## src/rtl/counter_mod6.sv

```systemverilog
// Modulo-6 loadable down-counter for the tens-of-seconds digit of the cooking timer.
// Build option: COUNTER_MOD6_LOAD_CLAMP_EN clamps out-of-range loads to 5 instead of ignoring them.
module counter_mod6 (
    input  logic       clock,
    input  logic       clr,
    input  logic       loadn,
    input  logic       enable,
    input  logic [3:0] data,
    output logic [3:0] tens,
    output logic       zero,
    output logic       tc
);

    logic [2:0] count;
    logic [2:0] load_value;
    logic       load_take;
    logic       data_ok;

    assign data_ok = (data <= 4'd5);

`ifdef COUNTER_MOD6_LOAD_CLAMP_EN
    assign load_take  = 1'b1;
    assign load_value = data_ok ? data[2:0] : 3'd5;
`else
    // An out-of-range preset leaves the digit untouched; the load cycle still blocks counting.
    assign load_take  = data_ok;
    assign load_value = data[2:0];
`endif

    always_ff @(posedge clock) begin
        if (clr) begin
            count <= 3'd0;
        end else if (!loadn) begin
            if (load_take) begin
                count <= load_value;
            end
        end else if (enable) begin
            if (count == 3'd0) begin
                count <= 3'd5;
            end else begin
                count <= count - 3'd1;
            end
        end
    end

    assign tens = {1'b0, count};
    assign zero = (count == 3'd0);
    // Borrow to the minutes stage on the same edge that this digit wraps 0 -> 5.
    assign tc   = enable & zero;

endmodule

```

## config.mk

```make
export PLATFORM = sky130hd
export DESIGN_NAME = counter_mod6
export DESIGN_NICKNAME = d
export VERILOG_FILES = /design/src/rtl/counter_mod6.sv
export SDC_FILE = /design/constraint.sdc
export NUM_CORES = 1
export LEC_CHECK = 0
export ABC_AREA = 1
export CAP_MARGIN = 20
export CORE_AREA = 2 2 39 41
export DETAILED_ROUTE_END_ITERATION = 7
export DIE_AREA = 0 0 41 43
export GPL_ROUTABILITY_DRIVEN = 1
export GPL_TIMING_DRIVEN = 0
export HOLD_SLACK_MARGIN = 0.15
export PLACE_DENSITY_LB_ADDON = 0.12
export SLEW_MARGIN = 20
export SYNTH_ARGS = -nofsm -noshare
export SYNTH_HDL_FRONTEND = slang
export SYNTH_SLANG_ARGS = --single-unit
```

## constraint.sdc

```tcl
create_clock -name clock -period 2.3 [get_ports clock]
set_clock_uncertainty 0.15 [all_clocks]
set_input_delay 0.46 -clock clock [delete_from_list [all_inputs] [get_ports clock]]
set_output_delay 0.46 -clock clock [all_outputs]
set_load 0.01 [all_outputs]
```

# --- Word level (Yosys, flattened, before mapping) ---
# Cells that the tools add are included.
word_totals:
  register_bits: 3
  inputBits: 8
  output_inout_bits: 6
  word_cells: 12
op_classes:
  addsub: 1
  n_lt_le_gt_ge: 1
  n_eq_ne: 1
  mux: 4
  n_bitwise: 1
  n_reduce_logical: 3
ops:
  columns: ["operator", "n"]
  rows:
  - ["3-bit 2-to-1 mux", 4]
  - ["4-bit by 3-bit <= comparator with 1-bit output (second input constant)", 1]
  - ["3-bit zero test", 1]
  - ["3-bit by 1-bit subtractor with 3-bit output (second input constant)", 1]
  - ["2-bit by 1-bit != test with 1-bit output (second input constant)", 1]
  - ["2-bit AND reduction", 1]
  - ["2-bit nonzero test", 1]
  - ["1-bit AND", 1]

# --- Longest topological paths before layout ---
depth:
  depth_word: 4
  mapped_depth: 5
  depth_no_buf: 5

# --- Least setup slack after synthesis ---
# Ideal clock, no wire load.
synth_path:
  kind: "reg2out"
  startpoint: "register count[0]"
  endpoint: "output port tc"
  arrival_time_ns: 0.834
  required_time_ns: 1.690
  setup_slack_ns: 0.856
  path_stages_with_launch: 5
  path_buffers: 0
  path_cell_list: "dfxtp_1 nor2_1 ha_1 nand2_1 inv_1"
synth_between:
  elab_chain_cells: 2
synth_rtl:
  columns: ["item", "line_no", "rtl"]
  rows:
  - ["start: declaration", "14", "logic [2:0] count;"]
  - ["start signal: assignment", "35", "count <= load_value;"]
  - ["start signal: assignment", "41", "count <= count - 3'd1;"]
  - ["3-bit zero test", "47", "assign zero = (count == 3'd0);"]
  - ["1-bit AND", "49", "assign tc = enable & zero;"]
  - ["end: declaration", "11", "output logic tc"]
# No other way between the ends.

# --- Worst setup path in the final report ---
# Ends and elaborated chain as after synthesis.

==> run summary <==
The run finished with clean final reports. The initial antenna violation count was 0. The count of buffers inserted at the top-level ports came out at 12.

The switching power share of the total is 0.285. The count of antenna diodes in the layout came out at 0. The endpoint identified for the worst register-to-register timing path is count[2].

The largest registers in the layout are count x3. The hold buffer count at CTS came out at 0. The post-synthesis instance area is roughly 240 um^2. After synthesis, the cell types taking the most area are dfxtp_1 (25%), nand2_1 (17%), ha_1 (10%). The total number of placement rows is 14. The largest area contributor in the synthesized netlist is dfxtp_1. The detailed placer's ending HPWL came out at between 500 and 600 um.

The number of instances in the synthesized netlist came out at 38. In this run the number of H-tree levels came out at 1. The type of the worst min-delay path is reg2reg.

The category of the worst setup path launch point is a flop. The minimum period implied by the final worst setup slack came out at approximately 2.2 ns. Setup repair after global routing left no endpoint under its margin. The worst setup path endpoint is tc. The critical path starts at count[0]. After synthesis, the largest family of logic cells by area is simple AND/OR/NAND/NOR gates. The synthesis-to-finish area growth is 70.3%. Counting the buffers created by CTS gives 3. The post-route cell area came out at 409 um^2.

Along the worst path, the maximum fanout reaches 5. The final cycle utilization of the critical path came out at 0.952. The logic gate share of total power is 0.333.

Of the total power, the clock network draws 0.393. The post-synthesis simple-gate area fraction is 0.344. The final worst slack came out at 0.110 ns. The latest clock arrival within the worst-skew pair came out at around 0.23 ns. The initial core utilization came out at 0.174.

For this block, the via count after detailed routing is 270. For this design the total switching power over the nets is approximately 0.066 mW. The mux share of post-synthesis cell area is 0.

The post-placement setup slack came out at 0.134 ns. The share of synthesized area in the top cell type comes to 0.250. The maximum resistive drop on vdd came out at ~240 uV. After routing, the total negative slack on setup checks comes to 0 ns. The clock-pin slew reported for the worst setup and hold paths after clock tree synthesis is 0.03 ns. The clock passes through at most 2 buffers. Dividing the detail-routed wire length by the instance count gives approximately 8.9 um. Of the cells placed in the final design, the portion with a size suffix greater than 1 is 0.185. For this run, design rule violations remaining after detail routing come to 0. The mean instance size in the synthesized netlist is between 6 and 7 um^2.

The final count of hold timing violations is 0. For this design, the slowest cell found on the critical path is clkdlybuf4s50_1. The data arrival at the endpoint of the critical path came out at around 1.6 ns. The total routing resource utilization after global routing is 0.0860. The clock tree from TritonCTS is done. The path depth of the worst reg2reg path is 5. The critical register-to-register path startpoint is count[0]. The worst hold slack after final layout came out at 0.385 ns.

The number of global-route vias before repair is 240. The max-slew violation count was 0. The complex-gate fraction of the synthesized area is 0.161. The number of vias per cell after detailed routing came out at slightly below 4. The required time at the worst-slack endpoint is between 1.5 and 2 ns. The standard cell core area is about 0.0014 mm^2. The total iterations of the first detailed-routing run came out at 3. Of the total synthesized cell area, the portion taken by full adders, half adders and majority gates is 0.104. Power spread over the standard cell area amounts to 565 mW/mm^2. CTS saw 3 sinks. The setup slack of the worst register-to-register path is 0.97 ns. The critical path is of the reg2out type. The first global-routing pass estimated ~1000 um of wire. The post-synthesis cell type count came out at 14.

The tool flagged a number of max-cap violations equal to 0. The number of buffers inserted by post-CTS setup repair is 0. The total overflow left after global routing is 0.

The register bit count reported by yosys is 3. The count of boundary I/O pins came out at 14. The maximum number of pins on one net before global-route repair came out at 7. The number of nets in the layout is 65. The sequential share of power came out at 0.274.

The full die area came out at 0.00176 mm^2. The largest single stage delay on the critical path is between 0.5 and 0.6 ns. The commonest non-fill, non-tap cell in the layout is clkdlybuf4s50_1.

The buffer cell driving the clock tree root is clkbuf_4. The flip-flop count of the largest register, all copies and words added came out at 3. The launch point of the worst hold path is count[2].

Traced cell by cell, the critical path runs through nor2_2 -> ha_1 -> nand2_1 -> inv_1 -> clkdlybuf4s50_1. The count of antenna-violating nets left after detailed routing came out at 0. STA classifies the critical path endpoint as an output pin.

For this run, the register share of the synthesized area comes to 0.250. The placed standard-cell area is approximately 380 um^2. Counting flops per register, the top entry is count.

The final wirelength is 626 um. The post-synth net total came out at 48. The filler cells instantiated in the layout total between 150 and 200. Measured along the y axis, the die boundary spans between 40 and 50 um.

The post-synthesis share of cell area spent on xor and xnor gates is 0. The post-route core utilization came out at 0.296. The internal power component is 0.165 mW. The Yosys warning count came out at 0. At the end of routability-driven placement, the weighted congestion stood at between 0.7 and 0.8.

Static timing analysis puts the maximum clock frequency at 0.457 GHz. Setup violations remaining at the end of the flow were counted as 0. The horizontal die dimension is 41 um. The leakage power summed over all cells came out at between 0.15 and 0.2 nW. The first routing iteration left 7 violations.

The top cell types in the final layout, fill and taps aside, are clkdlybuf4s50_1 (12), nand2_1 (11), inv_1 (6).
-- logic make-up after synthesis --
| kind of cell | after synthesis |
|---|---|
| AOI/OAI and AO/OA | 6 |
| other | 1 |
| adders and majority gates | 2 |
| and+or+nand+nor | 19 |
| buffers and inverters | 7 |
| DFF | 3 |
-- cell type report --
cell class,count,area (um^2),area share
multi-input combinational,28,153,0.373
timing repair buffer,12,120,0.294
sequential,3,60.1,0.147
clock buffer,4,26.3,0.0642
inverter,6,22.5,0.0550
tap,16,20.0,0.0489
buffer,1,7.51,0.0183
-- power groups by stage --
stage          Sequential, mW  Combinational, mW  Clock (mW)
2_1_floorplan          0.0643             0.0373           0
3_3_place_gp           0.0638             0.0780           0
3_5_place_dp           0.0635             0.0775           0
4_1_cts                0.0627             0.0778      0.0983
5_1_grt                0.0639             0.0870      0.0989
6_report               0.0632             0.0770      0.0908
-- repair_timing --
item                       CTS  global route
gates resized for setup      0             1
hold endpoints to repair     0             0
setup endpoints to repair    0             1
-- metal layers --
layer,share of wire,up-vias,wire length [um],track usage
met2,0.48,8,302,0.113
met3,0.096,0,60,0.0209
li1,-,147,-,-
met5,0,-,0,0
met1,0.42,115,263,0.108
met4,0,0,0,0.0800
-- worst max-delay path: cells and delay by family, from the launching register on --
family / cells / cell delay (ns)
buf+inv: 2 / 0.57
flops: 1 / 0.35
simple gates: 2 / 0.23
fa+ha+maj: 1 / 0.20
-- metrics by stage --
| stage | power [mW] | cells |
|---|---|---|
| floorplan | 0.102 | 38 |
| global placement | 0.142 | 66 |
| detailed placement | 0.141 | 66 |
| CTS | 0.239 | 70 |
| global route | 0.250 | 70 |
| finish | 0.231 | 70 |
-- cells in the mapped netlist (all sizes together) --
| cell type | n |
|---|---|
| inv | 6 |
| or2 | 1 |
| nand3 | 3 |
| nor2 | 2 |
| o21ai | 1 |
| conb | 1 |
| buf | 1 |
| nand2 | 13 |
| a21oi | 4 |
| ha | 2 |
| dfxtp | 3 |
| o22ai | 1 |
-- how the worst min path moves through the flow --
stage | end | cells past startpoint
2_1_floorplan | count[2] | 1
3_3_place_gp | count[2] | 2
3_5_place_dp | count[2] | 2
4_1_cts | count[2] | 2
5_1_grt | count[2] | 2
6_report | count[2] | 2
Note: power is estimated with default switching activity, not from simulation.
